<file path="src/rtl/cce_uc_msg_unit.sv">
// -----------------------------------------------------------------------------
// cce_uc_msg_unit
//
// Purpose:
//   Uncached-mode message engine of the CCE. It turns LCE uncached load/store
//   requests into memory commands, and memory responses into LCE commands
//   (load data or store-done). Only one transaction is outstanding at a time.
//   A request is forwarded in the same cycle it is presented (zero latency),
//   and a response is turned into an LCE command in the same cycle as well.
//
// Optional feature (compile-time macro CCE_UC_ALIGN_CHECK_EN):
//   When defined, accepting a request whose address is not aligned to its
//   access size sets the sticky err_misalign_o flag on the next edge. The flag
//   stays set until reset. The request is still forwarded unchanged.
//   When undefined, err_misalign_o is tied to 0 and no check logic is built.
//
// Ports:
//   clk_i, reset_n_i        clock, synchronous active-low reset
//   cce_id_i                this CCE's id, used as src of LCE commands
//   lce_req_*               buffered LCE request input (yumi handshake)
//   mem_cmd_*               memory command output (valid/ready)
//   mem_resp_*              buffered memory response input (yumi handshake)
//   lce_cmd_*               LCE command output (valid/ready)
//   outstanding_o           a memory command is in flight
//   err_misalign_o          sticky misalignment flag
//
// DATA_W must be 64.
// -----------------------------------------------------------------------------
module cce_uc_msg_unit #(
    parameter int PADDR_W  = 40,
    parameter int DATA_W   = 64,
    parameter int LCE_ID_W = 4,
    parameter int CCE_ID_W = 3
) (
    input  logic                clk_i,
    input  logic                reset_n_i,
    input  logic [CCE_ID_W-1:0] cce_id_i,

    input  logic                lce_req_v_i,
    input  logic                lce_req_wr_i,
    input  logic [LCE_ID_W-1:0] lce_req_src_i,
    input  logic [PADDR_W-1:0]  lce_req_addr_i,
    input  logic [1:0]          lce_req_size_i,
    input  logic [DATA_W-1:0]   lce_req_data_i,
    output logic                lce_req_yumi_o,

    output logic                mem_cmd_v_o,
    input  logic                mem_cmd_ready_i,
    output logic [3:0]          mem_cmd_type_o,
    output logic [LCE_ID_W-1:0] mem_cmd_lce_o,
    output logic [PADDR_W-1:0]  mem_cmd_addr_o,
    output logic [1:0]          mem_cmd_size_o,
    output logic [DATA_W-1:0]   mem_cmd_data_o,

    input  logic                mem_resp_v_i,
    input  logic [3:0]          mem_resp_type_i,
    input  logic [LCE_ID_W-1:0] mem_resp_lce_i,
    input  logic [PADDR_W-1:0]  mem_resp_addr_i,
    input  logic [DATA_W-1:0]   mem_resp_data_i,
    output logic                mem_resp_yumi_o,

    output logic                lce_cmd_v_o,
    input  logic                lce_cmd_ready_i,
    output logic [3:0]          lce_cmd_type_o,
    output logic [LCE_ID_W-1:0] lce_cmd_dst_o,
    output logic [CCE_ID_W-1:0] lce_cmd_src_o,
    output logic [PADDR_W-1:0]  lce_cmd_addr_o,
    output logic [DATA_W-1:0]   lce_cmd_data_o,

    output logic                outstanding_o,
    output logic                err_misalign_o
);

    localparam logic [3:0] MEM_UC_RD      = 4'd2;
    localparam logic [3:0] MEM_UC_WR      = 4'd3;
    localparam logic [3:0] LCE_UC_DATA    = 4'd10;
    localparam logic [3:0] LCE_UC_ST_DONE = 4'd11;

    typedef enum logic {
        ST_IDLE,
        ST_WAIT_RESP
    } state_e;

    state_e state_q, state_d;

    // Payload fields are pure pass-throughs; only the valids are qualified
    // by state, so downstream logic must look at the valid first.
    assign mem_cmd_type_o = lce_req_wr_i ? MEM_UC_WR : MEM_UC_RD;
    assign mem_cmd_lce_o  = lce_req_src_i;
    assign mem_cmd_addr_o = lce_req_addr_i;
    assign mem_cmd_size_o = lce_req_size_i;
    assign mem_cmd_data_o = lce_req_wr_i ? lce_req_data_i : '0;

    assign lce_cmd_type_o = (mem_resp_type_i == MEM_UC_RD) ? LCE_UC_DATA : LCE_UC_ST_DONE;
    assign lce_cmd_dst_o  = mem_resp_lce_i;
    assign lce_cmd_src_o  = cce_id_i;
    assign lce_cmd_addr_o = mem_resp_addr_i;
    assign lce_cmd_data_o = (mem_resp_type_i == MEM_UC_RD) ? mem_resp_data_i : '0;

    // Handshake and next-state logic. Valids depend only on state and the
    // incoming valids; readies only feed the yumi outputs and the transition.
    // Everything is held low while reset is asserted so nothing is consumed
    // or issued during reset.
    always_comb begin
        state_d         = state_q;
        mem_cmd_v_o     = 1'b0;
        lce_req_yumi_o  = 1'b0;
        lce_cmd_v_o     = 1'b0;
        mem_resp_yumi_o = 1'b0;

        if (reset_n_i) begin
            case (state_q)
                ST_IDLE: begin
                    mem_cmd_v_o    = lce_req_v_i;
                    lce_req_yumi_o = lce_req_v_i & mem_cmd_ready_i;
                    if (lce_req_yumi_o) begin
                        state_d = ST_WAIT_RESP;
                    end
                end
                ST_WAIT_RESP: begin
                    lce_cmd_v_o     = mem_resp_v_i;
                    mem_resp_yumi_o = mem_resp_v_i & lce_cmd_ready_i;
                    if (mem_resp_yumi_o) begin
                        state_d = ST_IDLE;
                    end
                end
                default: state_d = ST_IDLE;
            endcase
        end
    end

    always_ff @(posedge clk_i) begin
        if (!reset_n_i) begin
            state_q <= ST_IDLE;
        end else begin
            state_q <= state_d;
        end
    end

    assign outstanding_o = (state_q == ST_WAIT_RESP);

`ifdef CCE_UC_ALIGN_CHECK_EN
    logic       err_misalign_q, err_misalign_d;
    logic [2:0] size_mask;
    logic       req_misaligned;

    // Low address bits that must be zero for the requested access size.
    always_comb begin
        case (lce_req_size_i)
            2'd0:    size_mask = 3'b000;
            2'd1:    size_mask = 3'b001;
            2'd2:    size_mask = 3'b011;
            default: size_mask = 3'b111;
        endcase
        req_misaligned = |(lce_req_addr_i[2:0] & size_mask);
        err_misalign_d = err_misalign_q | (lce_req_yumi_o & req_misaligned);
    end

    always_ff @(posedge clk_i) begin
        if (!reset_n_i) begin
            err_misalign_q <= 1'b0;
        end else begin
            err_misalign_q <= err_misalign_d;
        end
    end

    assign err_misalign_o = err_misalign_q;
`else
    assign err_misalign_o = 1'b0;
`endif

endmodule

</file>
<file path="config.mk">
export PLATFORM = sky130hd
export DESIGN_NAME = cce_uc_msg_unit
export DESIGN_NICKNAME = d
export VERILOG_FILES = /design/src/rtl/cce_uc_msg_unit.sv
export SDC_FILE = /design/constraint.sdc
export NUM_CORES = 1
export LEC_CHECK = 0
export ABC_AREA = 1
export BUFFER_PORTS_ARGS = -buffer_cell sky130_fd_sc_hd__buf_2
export CAP_MARGIN = 40
export CELL_PAD_IN_SITES_DETAIL_PLACEMENT = 1
export CELL_PAD_IN_SITES_GLOBAL_PLACEMENT = 1
export CORE_AREA = 2 2 184 186
export CTS_CLUSTER_DIAMETER = 200
export DETAILED_ROUTE_END_ITERATION = 6
export DIE_AREA = 0 0 186 188
export PLACE_DENSITY_LB_ADDON = 0.1
export SETUP_SLACK_MARGIN = 0.05
export SYNTH_ARGS = -nofsm -noshare
export SYNTH_HDL_FRONTEND = slang
export SYNTH_SLANG_ARGS = --single-unit
</file>
<file path="constraint.sdc">
create_clock -name clk_i -period 0.92 [get_ports clk_i]
set_input_delay 0.092 -clock clk_i [delete_from_list [all_inputs] [get_ports clk_i]]
set_output_delay 0.092 -clock clk_i [all_outputs]
set_load 0.03 [all_outputs]
</file>
Yosys cells after proc, flatten, opt, wreduce, memory -nomap -nowiden. Index checks and enable logic that the tools add are counted.

Register bits after elaboration: 1. Input bits: 232. Output and inout port bits: 235.

Equality and inequality tests: 1. Multiplexer cells: 15. Bitwise operators: 3.

Operators by type and width (number): 64-bit two-way mux (2); 1-bit two-way mux (12); 4-bit by 2-bit equality test with 1-bit output, second input constant (1); 1-bit bitwise AND (2); 1-bit one-hot mux with 2 select lines (1); 1-bit inverter (1).

Longest topological paths before layout. Gate-level depths: netlist (run 1).

Word-level depth: 3. Mapped depth: 6.

Least setup slack after synthesis (run 1). OpenSTA, ideal clock, no wires.

Path type: register to output. Start point: reg state_q (netlist: outstanding_o). End point: out mem_resp_yumi_o. Arrival: 1.061 ns. Required time: 0.828 ns. Slack: -0.233 ns. Stages on the path, launching flop included: 3. Path buffers: 0. Cells stage by stage: dfxtp_1 > nand2_1 > nor2_1.

Longest elaborated chain between the ends: 2.

Ends and longest elaborated chain: start: declaration (RTL line 84) `state_e state_q, state_d;`; start signal: assignment (RTL line 136) `state_q <= state_d;`; 1-bit two-way mux (RTL line 112) `case (state_q)`; 1-bit two-way mux (RTL line 111) `if (reset_n_i) begin`; end: declaration (RTL line 60) `output logic mem_resp_yumi_o,`.

Every way passes these cells.

Worst setup path after layout (run 1).
Start point: in mem_resp_type_i[0]. End point: out lce_cmd_data_o[32].

Longest elaborated chain between the ends: 2.

Ends and longest elaborated chain: start: declaration (RTL line 56) `input logic [3:0] mem_resp_type_i,`; 4-bit by 2-bit equality test with 1-bit output (RTL line 98) `assign lce_cmd_data_o = (mem_resp_type_i == MEM_UC_RD) ? mem_resp_data_i : '0;`; 64-bit two-way mux (RTL line 98); end: declaration (RTL line 68) `output logic [DATA_W-1:0] lce_cmd_data_o,`.

Every way passes these cells.

==> run metrics, run 1 <==
status=finished with violations; failing checks=setup timing; DRT antenna net count=0; NumNets Final=802; post-synth top area cell=buf_4; IO Count=467; WP data required=0.83 ns; max cap viols=0; Pwr per Cell Area=393 mW/mm^2; slowest CP cell=buf_16; ranking of synthesized cells by area=buf_4 (32%), nor2_4 (24%), inv_1 (21%); # setup viols final=65; area share of the leading cell type in the synthesized netlist=32.4%; Worst Setup End Kind=output pin; Synth Register Bits=1; period utilization=111%; unrepaired setup endpoints after global routing=yes; largest family of logic cells by synthesized area=buffers and inverters; first-pass GRT wire length=14700 um; Syn. warnings=0; Avg Synthesized Cell Area=5.99 sq um; Die Footprint=0.0350 sq mm; initial antenna violation count=0; pre-CTS setup slack=-0.264 ns; # rows=67; final wirelength=10600 um; Mapped Cells=391; vias per cell=2.69; total global-route track usage=5.18%; Finished Layout Cells=1016; Vert. Die Dim=188 um; Buf/Inv on CP=3; Fin Clk Skew=0 ns; Crit path arrival time=0.93 ns; share of layout cells above drive strength 1=63.4%; CP delay by family, top=buffers and inverters; VDD IR max=0.136 mV; core area=0.0331 sq mm; DRT iter0 DRCs=20; HP Class=in2out; Synth Area in XOR/XNOR=0%; post-DR wirelength/cell=10.4 um; Final Power=1.64 mW; Tmin final=1.02 ns; via count=2736; Synth Area in Simple Gates=38.7%; Reg area=21.3 sq um; vias in the first global route=2811; Layout area overhead=78.3%; Inst Count DP=1010; area of the multi-input gates=0.00105 sq mm; GPL Wtd Cong=0.631; Post-Syn Area=0.00234 sq mm; Largest register FFs=1; pin count of the biggest net entering global routing=25; Util after Layout=12.6%; Hold WS=0.184 ns; Initial Util=7.08%; adder-cell share of the synthesized area=0%; DR DRC count=0; Yosys cell types=13; Synth Area in Compound Gates=0%; CP max FO=9; critical path class=in2out; DRT Pass-1 Iters=4; Slew Limit Fails=0; Clk Latency, worst-skew pair=0 ns; Crit path largest cell delay=0.20 ns; port bufs=273; # diodes=0; crit-path cells=buf_6, nor2_4, nand2_8, buf_16, nor2_4, buf_6; Die Wd=186 um; fill count=4090; DP HPWL=9370 um; Hold Fails Final Rpt=0; leakage power=2.63 nW; Startpoint Class=input port; FMAX=0.976 GHz; Seq/Total Area, Yosys=0.854%; Final Worst Setup Slack=-0.105 ns; post-synthesis mux area share=0%; gr ovfl total=0
## cell usage in the layout (no fill, tap or decap)
| cell | count |
|---|---|
| nor2_2 | 8 |
| buf_6 | 56 |
| nand2_2 | 1 |
| clkbuf_4 | 4 |
| nor2_4 | 61 |
| inv_1 | 132 |
| inv_4 | 1 |
| clkbuf_16 | 1 |
| buf_8 | 2 |
| buf_2 | 194 |
| nand3_1 | 1 |
| nand2_8 | 1 |
| buf_16 | 4 |
| nand2_1 | 67 |
| conb_1 | 7 |
| dfxtp_2 | 1 |
| nand4_1 | 1 |
| buf_4 | 22 |
| buf_12 | 4 |
## cell usage after synthesis, drive strengths merged
cell type / number
conb: 2
buf: 115
nand2: 69
nand3: 1
dfxtp: 1
nor2: 69
nand4: 1
inv: 133
## per-stage QoR
stage | cell area, sq um | setup TNS, ns
CTS | 4040 | -5.36
global route | 4180 | -7.87
global placement | 3530 | -14.34
detailed placement | 3530 | -13.97
finish | 4180 | -5.26
floorplan | 2400 | -0.583
## kinds of logic (layout without fill, tap and decap cells)
kind of cell,count (synthesis),in the layout
simple gates,140,140
flops,1,1
buf+inv,248,420
other cells,2,7
## timing repair
item,CTS,global route
buffers inserted,0,1
hold buffers,0,0
gates resized for setup,139,26
endpoints found under the setup margin,114,69
pin swaps,2,2
endpoints found under the hold margin,0,0
cloned,3,2
## layout make-up
cell class,count,area share (%)
multi-input combinational,147,25.2
inverter,133,12.0
sequential,1,0.509
timing repair buffer,287,48.9
tap,448,13.4
## power breakdown
group	switching, mW	total (mW)	internal [mW]	leakage, nW
Sequential	0.00340	0.0517	0.0483	0.00861
Combinational	0.983	1.59	0.606	2.62
Clock	0	0	0	0
## routing by layer
layer	up-vias	GRT usage (%)	part of all wire (%)
met2	237	10.8	53
met3	28	2.37	15
met1	1192	4.24	30
met5	-	0	0
met4	0	1.21	2.3
li1	1279	-	-
## final timing paths
| kind | start | endpoint | slack, ns | cells after the start |
|---|---|---|---|---|
| min reg2reg | outstanding_o | outstanding_o | 0.49 | 2 |
| max | mem_resp_type_i[0] | lce_cmd_data_o[32] | -0.10 | 6 |
| max reg2reg | outstanding_o | outstanding_o | 0.15 | 4 |
| min | lce_req_addr_i[20] | mem_cmd_addr_o[20] | 0.18 | 0 |
Note: power is estimated with default switching activity, not from simulation.
==> run 2: changes to the inputs <==
--- a/config.mk
+++ b/config.mk
@@ -14,8 +14,9 @@
 export CTS_CLUSTER_DIAMETER = 200
 export DETAILED_ROUTE_END_ITERATION = 6
 export DIE_AREA = 0 0 186 188
-export PLACE_DENSITY_LB_ADDON = 0.1
+export PLACE_DENSITY = 0.45
 export SETUP_SLACK_MARGIN = 0.05
+export SLEW_MARGIN = 20
 export SYNTH_ARGS = -nofsm -noshare
 export SYNTH_HDL_FRONTEND = slang
 export SYNTH_SLANG_ARGS = --single-unit
==> constraint.sdc (replaced) <==
create_clock -name clk_i -period 1 [get_ports clk_i]
set_input_delay 0.1 -clock clk_i [delete_from_list [all_inputs] [get_ports clk_i]]
set_output_delay 0.1 -clock clk_i [all_outputs]
set_load 0.03 [all_outputs]
==> run metrics, run 2 (synthesized netlist as in run 1, its figures left out) <==
Inst Count DP=1009 (-0.099%); Sw Ratio=60.6% (+0.44 points); pin count of the biggest net entering global routing=47 (+88%); met3 wire len=2290 um (+46%); VDD IR max=0.156 mV (+15%); commonest non-fill, non-tap cell in the layout=buf_2; Tmin final=1.10 ns; Initial Util=7.08% (unchanged); IO Count=467 (unchanged); CP max FO=8 (-1); leakage power=2.69 nW (+2.5%); Final Worst Setup Slack=-0.104 ns (+0.000807 ns); Finished Layout Cells=1020 (+0.39%); crit-path cells=buf_8, nor2_4, nand2_4, buf_12, buf_16, nor2_4, buf_6; Die Wd=186 um (unchanged); slowest CP cell=buf_12; commonest cells after routing, fill and taps aside=buf_2 (203), inv_1 (132), nand2_1 (68); GPL Wtd Cong=0.678 (+7.4%); Placed Area=0.00350 sq mm (-0.99%); top sig layer=met4; HP Class=in2out; max cap viols=0 (unchanged); vias in the first global route=2824 (+0.46%); sequential share of power=3.0% (-0.2 points); first-pass GRT wire length=15500 um (+5.4%); Largest register FFs=1 (unchanged); clock share of power=0% (unchanged); DRT antenna net count=0 (unchanged); Die Footprint=0.0350 sq mm (unchanged); fin area=0.00432 sq mm (+3.4%); Hold Fails Final Rpt=0 (unchanged); final wirelength=12100 um (+14%); metal2 WL=6260 um (+11%); net load switching power=0.945 mW (-4.3%); DP HPWL=9560 um (+2.1%); Worst Setup End Kind=output pin; status=finished with violations; DRT iter0 DRCs=26 (+30%); Vert. Die Dim=188 um (unchanged); Crit path largest cell delay=0.17 ns (-0.03 ns); Internal Power=0.615 mW (-6.0%); failing checks=setup timing; CTS Hold Buffers Added=0 (unchanged); Pwr per Cell Area=361 mW/mm^2 (-8.1%); M1 WL=3310 um (+5.4%); critical path startpoint=mem_resp_type_i[2]; # setup viols final=61 (-6.2%); DRT Pass-1 Iters=4 (unchanged); FF-to-FF setup slack=0.35 ns (+0.20 ns); NumNets Final=805 (+0.37%); DR DRC count=0 (unchanged); initial antenna violation count=1 (+1); worst reg-to-reg path cell count=3 (-1); Reg area=21.3 sq um (unchanged); Slew Limit Fails=0 (unchanged); Layout area overhead=84.3%; Comb power frac=97.0% (+0.2 points); via count=2780 (+1.6%); most frequent CP cell=nor2_4; unrepaired setup endpoints after global routing=yes; area of the multi-input gates=0.00106 sq mm (+1.1%); core area=0.0331 sq mm (unchanged); critical path class=in2out; fill count=4084 (-0.15%); port bufs=273 (unchanged); CP Capture Point=lce_cmd_data_o[2]; # rows=67 (unchanged); reg2reg end=outstanding_o; total global-route track usage=5.72% (+0.54 points); Fin Clk Skew=0 ns (unchanged); period utilization=110%; share of layout cells above drive strength 1=63.2% (-0.16 points); post-DR wirelength/cell=11.9 um (+14%); gr ovfl total=0 (unchanged); Startpoint Class=input port; Hold WS=0.200 ns (+0.0160 ns); vias per cell=2.73 (+1.2%); FMAX=0.906 GHz; pre-CTS setup slack=-0.214 ns (+0.0506 ns); WP data required=0.90 ns (+0.07 ns); r2r startpoint=outstanding_o; Crit path arrival time=1.00 ns (+0.07 ns); Clk Latency, worst-skew pair=0 ns (unchanged)
==> run 2: cell types whose count changed in the layout (fill, tap and decap cells not counted), sizes merged <==
cell and change:
buf +4, clkbuf -1, diode +1
==> run 2: layout make-up <==
cell class / instances / share of cell area, %
repair buffers: 290 / 50.3
flip-flops and latches: 1 / 0.492
inverters: 133 / 11.6
diodes: 1 / 0.0579
well taps: 448 / 13.0
multi-input cells: 147 / 24.6
==> run 2: worst max-delay path, delay by kind of cell <==
kind                   cells  cell delay (ns)
buffers and inverters      4             0.58
and+or+nand+nor            3             0.33
==> run 2: per-stage QoR <==
step	TNS [ns]	utilization (%)	total power, mW
2_1_floorplan	-0.00716	-	1.56
3_3_place_gp	-9.10	10.6	1.35
3_5_place_dp	-10.87	10.6	1.37
4_1_cts	-2.65	12.8	1.53
5_1_grt	-5.06	13.0	1.67
6_report	-3.57	13.0	1.56
==> run 2: routing by layer <==
metal	global-route usage, %	vias up
met4	1.09	0
met2	11.8	291
met5	0	-
met3	3.53	24
li1	-	1286
met1	4.31	1179
==> run 2: timing repair <==
| action | CTS | global route |
|---|---|---|
| gates resized for setup | 169 | 15 |
| cloned | 6 | 2 |
| pin swaps | 4 | 0 |
| setup endpoints to repair | 65 | 78 |
| setup buffers | 3 | 0 |
==> run 2: power groups by stage <==
stage                Clock [mW]  Sequential, mW  Combinational [mW]
finish              0.000000134          0.0471                1.51
global route                  0          0.0477                1.62
CTS                           0          0.0472                1.48
detailed placement            0          0.0472                1.32
global placement              0          0.0473                1.31
floorplan                     0          0.0528                1.51
==> run 2: worst min path at each step <==
stage                        startpoint            endpoint  slack (ns)  depth (start not counted)
detailed placement  mem_resp_addr_i[20]  lce_cmd_addr_o[20]        0.20                          0
global route          lce_req_addr_i[5]   mem_cmd_addr_o[5]        0.20                          0
finish                lce_req_addr_i[4]   mem_cmd_addr_o[4]        0.20                          0
global placement    mem_resp_addr_i[20]  lce_cmd_addr_o[20]        0.20                          0
CTS                 mem_resp_addr_i[20]  lce_cmd_addr_o[20]        0.20                          0
floorplan                     reset_n_i       outstanding_o        0.24                          2
